[config.mk]
export PLATFORM = sky130hd
export DESIGN_NAME = frame_loader
export DESIGN_NICKNAME = d
export VERILOG_FILES = /design/src/rtl/frame_loader_pkg.sv /design/src/rtl/frame_stall_timer.sv /design/src/rtl/frame_loader.sv
export SDC_FILE = /design/constraint.sdc
export NUM_CORES = 1
export LEC_CHECK = 0
export BUFFER_PORTS_ARGS = -buffer_cell sky130_fd_sc_hd__buf_2
export CAP_MARGIN = 20
export CORE_ASPECT_RATIO = 1.25
export CORE_MARGIN = 2
export CORE_UTILIZATION = 40
export DETAILED_ROUTE_END_ITERATION = 16
export GPL_ROUTABILITY_DRIVEN = 0
export PLACE_DENSITY = 0.56
export REMOVE_ABC_BUFFERS = 1
export SETUP_SLACK_MARGIN = 0.05
export SYNTH_ARGS = -nofsm -noshare
export SYNTH_HDL_FRONTEND = slang
export SYNTH_SLANG_ARGS = --single-unit
export TNS_END_PERCENT = 50
[constraint.sdc]
create_clock -name ti_clk -period 2.94 [get_ports ti_clk]
set_clock_uncertainty 0.05 [all_clocks]
set_input_delay 0.588 -clock ti_clk [delete_from_list [all_inputs] [get_ports ti_clk]]
set_output_delay 0.588 -clock ti_clk [all_outputs]
set_load 0.01 [all_outputs]
[src/rtl/frame_loader_pkg.sv]
// -----------------------------------------------------------------------------
// frame_loader_pkg
//   Shared definitions for the frame loader slice:
//     state_e             - 3-bit FSM state encoding (IDLE, ARM, LOAD, DONE, ERR)
//     DEFAULT_STALL_LIMIT - idle LOAD cycles tolerated before a stall error
//     calc_target()       - words per frame from row length (bytes) and columns
// -----------------------------------------------------------------------------
package frame_loader_pkg;

  typedef enum logic [2:0] {
    ST_IDLE = 3'd0,
    ST_ARM  = 3'd1,
    ST_LOAD = 3'd2,
    ST_DONE = 3'd3,
    ST_ERR  = 3'd4
  } state_e;

  localparam int unsigned DEFAULT_STALL_LIMIT = 1024;

  // Frame size in bytes is length*columns, truncated to 32 bits. Each pipe
  // word carries two bytes, so an odd byte count rounds up to a whole word.
  // The +1 is done in 33 bits so an all-ones product cannot wrap to zero.
  function automatic logic [31:0] calc_target(input logic [31:0] len,
                                              input logic [31:0] cols);
    logic [31:0] prod;
    logic [32:0] sum;
    prod = len * cols;
    sum  = {1'b0, prod} + 33'd1;
    return sum[32:1];
  endfunction

endpackage

[src/rtl/frame_stall_timer.sv]
// -----------------------------------------------------------------------------
// frame_stall_timer
//   Counts consecutive enabled cycles without a clear. expired is asserted
//   combinationally during the STALL_LIMIT-th such cycle, so the owner can
//   change state on the edge that closes that cycle.
//   Ports:
//     ti_clk  - clock (rising edge)
//     rst     - asynchronous active-low reset
//     clear   - restart the count (wins over enable)
//     enable  - count this cycle
//     expired - this is the STALL_LIMIT-th consecutive enabled cycle
// -----------------------------------------------------------------------------
module frame_stall_timer
  import frame_loader_pkg::*;
#(
  parameter int unsigned STALL_LIMIT = DEFAULT_STALL_LIMIT
) (
  input  logic ti_clk,
  input  logic rst,
  input  logic clear,
  input  logic enable,
  output logic expired
);

  localparam int unsigned     CNT_W = $clog2(STALL_LIMIT + 1);
  localparam logic [CNT_W-1:0] LAST = CNT_W'(STALL_LIMIT - 1);

  logic [CNT_W-1:0] cnt_q;
  logic [CNT_W-1:0] cnt_d;

  always_comb begin
    cnt_d   = cnt_q;
    expired = 1'b0;
    if (clear) begin
      cnt_d = '0;
    end else if (enable) begin
      if (cnt_q == LAST) begin
        expired = 1'b1;
        cnt_d   = '0;
      end else begin
        cnt_d = cnt_q + CNT_W'(1);
      end
    end
  end

  always_ff @(posedge ti_clk or negedge rst) begin
    if (!rst) begin
      cnt_q <= '0;
    end else begin
      cnt_q <= cnt_d;
    end
  end

endmodule

[src/rtl/frame_loader.sv]
// -----------------------------------------------------------------------------
// frame_loader
//   Streams one frame of host pipe words into the downstream frame FIFO.
//   An arm pulse latches the frame size, then every accepted pipe word is
//   re-issued to the FIFO one cycle later. Dropped words and stalls raise
//   sticky flags that are cleared by the next arm.
//   Ports:
//     ti_clk, rst            - clock, asynchronous active-low reset
//     reg_length, reg_delay  - row length in bytes, number of columns
//     arm, abort             - single-cycle control pulses
//     pipe_in_write/_data    - host pipe word strobe and data
//     pipe_in_ready          - host may write this cycle
//     fifo_full              - downstream FIFO full
//     din, wr_en             - FIFO write data and strobe
//     words_loaded           - words written in the current load
//     load_done, busy        - in DONE / in ARM or LOAD
//     overflow, stall_err    - sticky dropped-word / stall-timeout flags
//     state_dbg              - current FSM state
// -----------------------------------------------------------------------------
module frame_loader
  import frame_loader_pkg::*;
#(
  parameter int unsigned WORD_W      = 16,
  parameter int unsigned STALL_LIMIT = DEFAULT_STALL_LIMIT
) (
  input  logic              ti_clk,
  input  logic              rst,
  input  logic [31:0]       reg_length,
  input  logic [31:0]       reg_delay,
  input  logic              arm,
  input  logic              abort,
  input  logic              pipe_in_write,
  input  logic [WORD_W-1:0] pipe_in_data,
  input  logic              fifo_full,
  output logic              pipe_in_ready,
  output logic [WORD_W-1:0] din,
  output logic              wr_en,
  output logic [31:0]       words_loaded,
  output logic              load_done,
  output logic              busy,
  output logic              overflow,
  output logic              stall_err,
  output state_e            state_dbg
);

  state_e            state_q,     state_d;
  logic [31:0]       target_q,    target_d;
  logic [31:0]       words_q,     words_d;
  logic              wr_en_q,     wr_en_d;
  logic [WORD_W-1:0] din_q,       din_d;
  logic              overflow_q,  overflow_d;
  logic              stall_err_q, stall_err_d;

  logic        in_load;
  logic        accept;
  logic        drop;
  logic        stall_expired;
  logic [31:0] arm_target;

  assign in_load       = (state_q == ST_LOAD);
  assign pipe_in_ready = in_load && !fifo_full;

  // words_q already counts a word accepted on the previous cycle, so once it
  // equals the target the frame is complete even though we are still in
  // LOAD for the final wr_en cycle; a write landing there is surplus and is
  // dropped. A write coinciding with abort is also refused so nothing is
  // emitted after the abort.
  assign accept = pipe_in_write && pipe_in_ready && !abort &&
                  (words_q < target_q);
  assign drop   = pipe_in_write && !accept;

  assign arm_target = calc_target(reg_length, reg_delay);

  frame_stall_timer #(
    .STALL_LIMIT (STALL_LIMIT)
  ) u_stall_timer (
    .ti_clk  (ti_clk),
    .rst     (rst),
    .clear   (!in_load || accept),
    .enable  (in_load),
    .expired (stall_expired)
  );

  always_comb begin
    state_d     = state_q;
    target_d    = target_q;
    words_d     = words_q;
    wr_en_d     = 1'b0;
    din_d       = din_q;
    overflow_d  = overflow_q;
    stall_err_d = stall_err_q;

    if (accept) begin
      wr_en_d = 1'b1;
      din_d   = pipe_in_data;
      words_d = words_q + 32'd1;
    end

    if (drop) begin
      overflow_d = 1'b1;
    end

    case (state_q)
      ST_IDLE: begin
        if (arm && !abort) begin
          state_d = ST_ARM;
        end
      end

      ST_ARM: begin
        target_d    = arm_target;
        words_d     = 32'd0;
        // A word dropped during the ARM cycle itself still counts.
        overflow_d  = drop;
        stall_err_d = 1'b0;
        if (abort) begin
          state_d = ST_IDLE;
        end else if (arm_target == 32'd0) begin
          state_d = ST_DONE;
        end else begin
          state_d = ST_LOAD;
        end
      end

      ST_LOAD: begin
        if (abort) begin
          state_d = ST_IDLE;
        end else if (words_q == target_q) begin
          state_d = ST_DONE;
        end else if (stall_expired) begin
          state_d     = ST_ERR;
          stall_err_d = 1'b1;
        end
      end

      ST_DONE, ST_ERR: begin
        if (abort) begin
          state_d = ST_IDLE;
        end else if (arm) begin
          state_d = ST_ARM;
        end
      end

      default: begin
        state_d = ST_IDLE;
      end
    endcase
  end

  always_ff @(posedge ti_clk or negedge rst) begin
    if (!rst) begin
      state_q     <= ST_IDLE;
      target_q    <= 32'd0;
      words_q     <= 32'd0;
      wr_en_q     <= 1'b0;
      din_q       <= '0;
      overflow_q  <= 1'b0;
      stall_err_q <= 1'b0;
    end else begin
      state_q     <= state_d;
      target_q    <= target_d;
      words_q     <= words_d;
      wr_en_q     <= wr_en_d;
      din_q       <= din_d;
      overflow_q  <= overflow_d;
      stall_err_q <= stall_err_d;
    end
  end

  assign wr_en        = wr_en_q;
  assign din          = din_q;
  assign words_loaded = words_q;
  assign load_done    = (state_q == ST_DONE);
  assign busy         = (state_q == ST_ARM) || (state_q == ST_LOAD);
  assign overflow     = overflow_q;
  assign stall_err    = stall_err_q;
  assign state_dbg    = state_q;

endmodule

Yosys cells after proc, flatten, opt, wreduce, memory -nomap -nowiden
Cells that the tools add are included.

Add/sub/neg operators: 3. Multipliers: 1. Order comparisons: 1. Eq/ne operators: 12. Muxes and demuxes: 24. Reductions and logical operators: 21.

Operator list (count): two-way mux 32 bit (2); adder 32 x 1 -> 33 bit (second input constant) (1); two-way mux 11 bit (3); adder 32 x 1 -> 32 bit (second input constant) (1); equality test 32 bit (1); zero test 32 bit (1); less-than comparator 32 bit (1); multiplier 32 x 32 -> 32 bit (1); two-way mux 3 bit (6); case mux 3 bit (4 select lines) (1); adder 11 x 1 -> 11 bit (second input constant) (1); equality test 11 x 10 -> 1 bit (second input constant) (1); two-way mux 1 bit (10); nonzero test 2 bit (4); equality test 3 x 2 -> 1 bit (second input constant) (2); logical AND 1 bit (6); inequality test 2 bit (second input constant) (3); zero test 1 bit (4); inequality test 4 x 2 -> 1 bit (second input constant) (1); AND reduction 4 bit (1); equality test 3 x 1 -> 1 bit (second input constant) (1); equality test 3 bit (second input constant) (1); zero test 3 bit (1); inequality test 3 bit (second input constant) (1); other kinds (6) (7).

Bits in registers: 97. Word-level logic and storage cells: 70.

Depth between registers and ports, before layout
Word-level depth: 11. Mapped depth: 31. Gate-level depth less buffers: 27.

Modules after synthesis
A second synthesis with hierarchy kept.

Cells, all modules: 2454. Area total of the unflattened synthesis: 21974.8 µm².

Modules (own cells, without submodules): frame_loader (instances 1, cells an instance 2394, area an instance 21373.0 µm², sequential area each 2152.1 µm²); frame_stall_timer (instances 1, cells an instance 60, area an instance 601.8 µm², sequential area each 275.3 µm²).

Worst setup path after synthesis
OpenSTA, ideal clock, no wires.

Path type: input port to flip-flop. From: input port reg_delay[5]. To: register state_q[0] (netlist: state_dbg[0]). Data arrival time: 8091 ps. Slack: -5305 ps. Cell stages on the path: 28. Cell sequence: clkbuf_1 > clkbuf_1 > nand2_1 > fa_1 > fa_1 > fa_1 > fa_1 > fa_1 > inv_1 > fa_1 > inv_1 > fa_1 > fa_1 > inv_1 > ha_1 > buf_2 > and2_1 > a311oi_4 > o21ai_2 > a21o_1 > a221oi_2 > xnor2_1 > and3b_1 > and4_1 > clkbuf_1 > mux2i_1 > a32oi_1 > o41ai_2.

Longest elaborated chain between the ends: 6.

RTL lines: from (decl) (line frame_loader.sv:29) `input logic [31:0] reg_delay,`; multiplier 32 x 32 -> 32 bit (line frame_loader_pkg.sv:27) `prod = len * cols;`; adder 32 x 1 -> 33 bit (line frame_loader_pkg.sv:28) `sum = {1'b0, prod} + 33'd1;`; zero test 32 bit (line frame_loader.sv:118) `end else if (arm_target == 32'd0) begin`; two-way mux 1 bit (line frame_loader.sv:118); two-way mux 2 bit (line frame_loader.sv:116) `if (abort) begin`; case mux 3 bit (4 select lines) (line frame_loader.sv:103) `case (state_q)`; to (signal assigned) (line frame_loader.sv:160) `state_q <= state_d;`; to (decl) (line frame_loader.sv:46) `state_e state_q, state_d;`.

Every way passes these cells. A chain may end at the register's enable or synchronous reset.

Final worst setup path
From: input port reg_delay[3]. To: register state_q[0] (netlist: state_dbg[0]).

Same word-level chain as after synthesis.

==> Implementation_results.wiki <==
{| class="wikitable"
! Metric !! Value
|-
| Worst max-slew margin expressed relative to the limit || 43.4%
|-
| Antenna violations before repair || 0
|-
| Top-Level Pins || between 100 and 150
|-
| Stage delay of the slowest cell on the critical path || 0.58 ns
|-
| Mapped Cells || 2404
|-
| Status || finished, violations left
|-
| Crit path buffers/inverters || 5
|-
| Most common cell in the netlist || sky130_fd_sc_hd__nand2_1
|-
| Final hold vios || 0
|-
| Met1 GRT Util || 26.1%
|-
| Number of pins exceeding their max-slew limit in the final report || 0
|-
| TritonRoute pass-1 iters || 5
|-
| Final number of setup-violating endpoints || 49
|-
| Yosys top cell by area || sky130_fd_sc_hd__fa_1
|-
| Final critical-path setup slack || -4.53 ns
|-
| DP Wirelength || 55200 um
|-
| Detailed-route DRC error count || 0
|-
| Cell with the biggest individual delay on the critical path || sky130_fd_sc_hd__fa_2
|-
| Final net count || 3540
|-
| Number of buffers inserted by hold repair at cts || 0
|-
| Total of buffers placed on input and output ports || 142
|-
| Via count normalized by instance count || 5.12
|-
| Fraction of the cycle the final worst path needs || 254%
|-
| Count of flip-flops with a built-in enable after synthesis || 0
|-
| Area growth from synthesis to final layout || 33.9%
|-
| Type of element capturing the critical path || flop
|-
| Row cnt || 95
|-
| CTS buffer count || 9
|-
| Antenna Diode Count || 0
|-
| Total detailed-routing wirelength || 67300 um
|-
| Detailed Route Iter0 Violations || roughly 900
|-
| Tightest Pin Transition || about 0.85 ns
|-
| Initial cell density of the core || around two fifths
|-
| Total core area || 53500 um2
|-
| Most used routing layer || met2
|-
| Part of the Yosys area used for sequential elements || 11.3%
|-
| Clock latency at the later pin of the worst-skew pair || 0.36 ns
|-
| Async SR Flop Fraction || 100%
|-
| Failing checks || negative setup slack
|-
| Startpoint type of the worst setup path || input pin
|-
| CTS HTree Levels || 3
|-
| Floorplan die area || around 56000 um2
|-
| Via Count || 18300
|-
| CTS Root Cell || sky130_fd_sc_hd__clkbuf_16
|-
| Top cells by area in the synthesized netlist || sky130_fd_sc_hd__fa_1 38%, sky130_fd_sc_hd__dfrtp_1 11%, sky130_fd_sc_hd__ha_1 9.2%
|-
| CTS clk-pin slew, worst paths || 0.07 ns
|-
| Clock tree from TritonCTS || yes
|-
| Largest fanout on the critical path || 7
|-
| Chip width || 212 um
|-
| GR met3 Demand/Resource || 1.55%
|-
| Clock sink count || 97
|-
| Max Cap Viol || 0
|-
| Avg Synthesized Cell Area || 8.97 um2
|-
| Height of the die || 264 um
|-
| Count of different cell masters after synthesis || 80
|-
| All-Layer GR Usage || approximately 24%
|-
| Fraction of final layout cells with drive strength greater than 1 || approximately a third
|-
| Register bit total from synthesis || 97
|-
| Highest achievable clock rate || 134 MHz
|-
| Prevailing post-synth register cell || sky130_fd_sc_hd__dfrtp_1
|-
| First-pass GRT wire length || 105000 um
|-
| Hold crit path type || input pin to asynchronous set/reset pin
|-
| Required time at the worst-slack endpoint || approximately 3.1 ns
|-
| Cell area after synthesis || 21600 um2
|-
| Global route total overflow || 0
|-
| Critical path type || input pin to flop
|-
| Top cell family by delay on the critical path || adder cells
|-
| Largest net degree at the start of global routing || 65
|-
| Syn. warnings || 0
|-
| Number of global-route vias before repair || 20100
|-
| Yosys top cell area share || 37.9%
|-
| Most frequent cells after synthesis || 453 x sky130_fd_sc_hd__nand2_1, 408 x sky130_fd_sc_hd__fa_1, 354 x sky130_fd_sc_hd__inv_1, 226 x sky130_fd_sc_hd__and2_1, 158 x sky130_fd_sc_hd__ha_1
|-
| Critical Path AT || 7.68 ns
|-
| Met2 GRT Util || 45.8%
|-
| Worst-case clock buffer depth || 2
|-
| Clock period minus worst slack || ~7.5 ns
|-
| Fin Hold WS || between 0.2 and 0.3 ns
|-
| Routed len/inst || 18.9 um
|-
| Setup repair after global routing missed its margin || true
|-
| Most common cell type on the critical path || sky130_fd_sc_hd__fa_1
|-
| Final antenna-violating net count || 0
|}
registers in the layout, indices dropped and copies added (netlist names):
register,cells
target_q,32
words_loaded,32
state_dbg,3
u_stall_timer.cnt_q,11
stall_err,1
wr_en,1
overflow,1
din,16
repair_timing:
action / CTS / global route
setup buffers: 36 / 38
hold endpoints to repair: 0 / 0
resized for setup: 363 / 201
pin swaps: 150 / 138
gates cloned: 1 / 1
setup endpoints to repair: 80 / 70
metal layers:
layer,wire (um),up-vias
met3,1890,172
met4,4530,0
met1,24200,9292
met5,0,-
li1,-,8363
met2,36700,455
worst paths after layout:
kind / from / to / slack (ns) / depth (start not counted)
worst max-delay path: reg_delay[3] / state_dbg[0] / -4.53 / 26
worst min-delay path: rst / din[6] / 0.26 / 1
worst max register to register: words_loaded[1] / words_loaded[14] / -0.26 / 13
worst min register to register: din[1] / din[1] / 0.43 / 2
max in group asynchronous: rst / words_loaded[8] / 1.87 / 2
min in group ti_clk: pipe_in_data[9] / din[9] / 0.37 / 3
metrics by stage:
step / setup TNS [ns] / util (%) / cells / setup WS [ns] / cell area, um2
2_1_floorplan: -125.12 / - / 2284 / -4.68 / 21100
3_3_place_gp: -133.74 / 47.9 / 3492 / -5.31 / 25600
3_5_place_dp: -137.46 / 47.9 / 3492 / -5.40 / 25600
4_1_cts: -105.89 / 51.9 / 3542 / -4.41 / 27800
5_1_grt: -114.99 / 54.0 / 3572 / -4.63 / 28900
6_report: -108.01 / 54.0 / 3572 / -4.53 / 28900
cells in the final DEF, fill, tap and decap left out, types with 7 or more instances in the layout:
cell type	n
sky130_fd_sc_hd__a21o_1	22
sky130_fd_sc_hd__a21oi_1	26
sky130_fd_sc_hd__a21oi_2	13
sky130_fd_sc_hd__and2_1	213
sky130_fd_sc_hd__and2_4	13
sky130_fd_sc_hd__and3_1	22
sky130_fd_sc_hd__buf_12	23
sky130_fd_sc_hd__buf_2	108
sky130_fd_sc_hd__buf_4	380
sky130_fd_sc_hd__buf_6	65
sky130_fd_sc_hd__buf_8	12
sky130_fd_sc_hd__clkbuf_16	10
sky130_fd_sc_hd__dfrtp_1	96
sky130_fd_sc_hd__fa_1	362
sky130_fd_sc_hd__fa_2	46
sky130_fd_sc_hd__ha_1	115
sky130_fd_sc_hd__ha_4	42
sky130_fd_sc_hd__inv_1	322
sky130_fd_sc_hd__inv_2	32
sky130_fd_sc_hd__nand2_1	424
sky130_fd_sc_hd__nand2_2	17
sky130_fd_sc_hd__nand2_4	12
sky130_fd_sc_hd__nand3_1	27
sky130_fd_sc_hd__nand4_1	17
sky130_fd_sc_hd__nor2_1	61
sky130_fd_sc_hd__nor2_4	10
sky130_fd_sc_hd__nor3_1	12
sky130_fd_sc_hd__o211ai_1	7
sky130_fd_sc_hd__o21a_1	7
sky130_fd_sc_hd__o21ai_0	20
sky130_fd_sc_hd__o21ai_1	28
sky130_fd_sc_hd__o21ai_2	12
sky130_fd_sc_hd__or3_1	9
sky130_fd_sc_hd__xnor2_1	66
sky130_fd_sc_hd__xnor2_2	24
sky130_fd_sc_hd__xor2_1	40
sky130_fd_sc_hd__xor2_2	9
cell families after synthesis:
logic type	Yosys count	share of synthesized area (%)
AND/OR/NAND/NOR	923	21.0
adder cells (fa/ha/maj)	566	47.1
buffers and inverters	475	8.37
AO/OA/AOI/OAI	196	6.27
XOR/XNOR	143	5.87
flip-flops	97	11.3
multiplexers	4	0.192
area by class of cell:
type                            instances  area, um2
Inverter                              355       1330
Fill cell                            4823      24600
Clock inverter                          7       87.6
Tap cell                              679        850
Multi-Input combinational cell       1832      19100
Sequential cell                        97       2430
Timing Repair Buffer                  593       4880
Clock buffer                            9        225
Power is not shown: default switching activity piles up to over one toggle a cycle in this logic, so the estimate is an artifact.
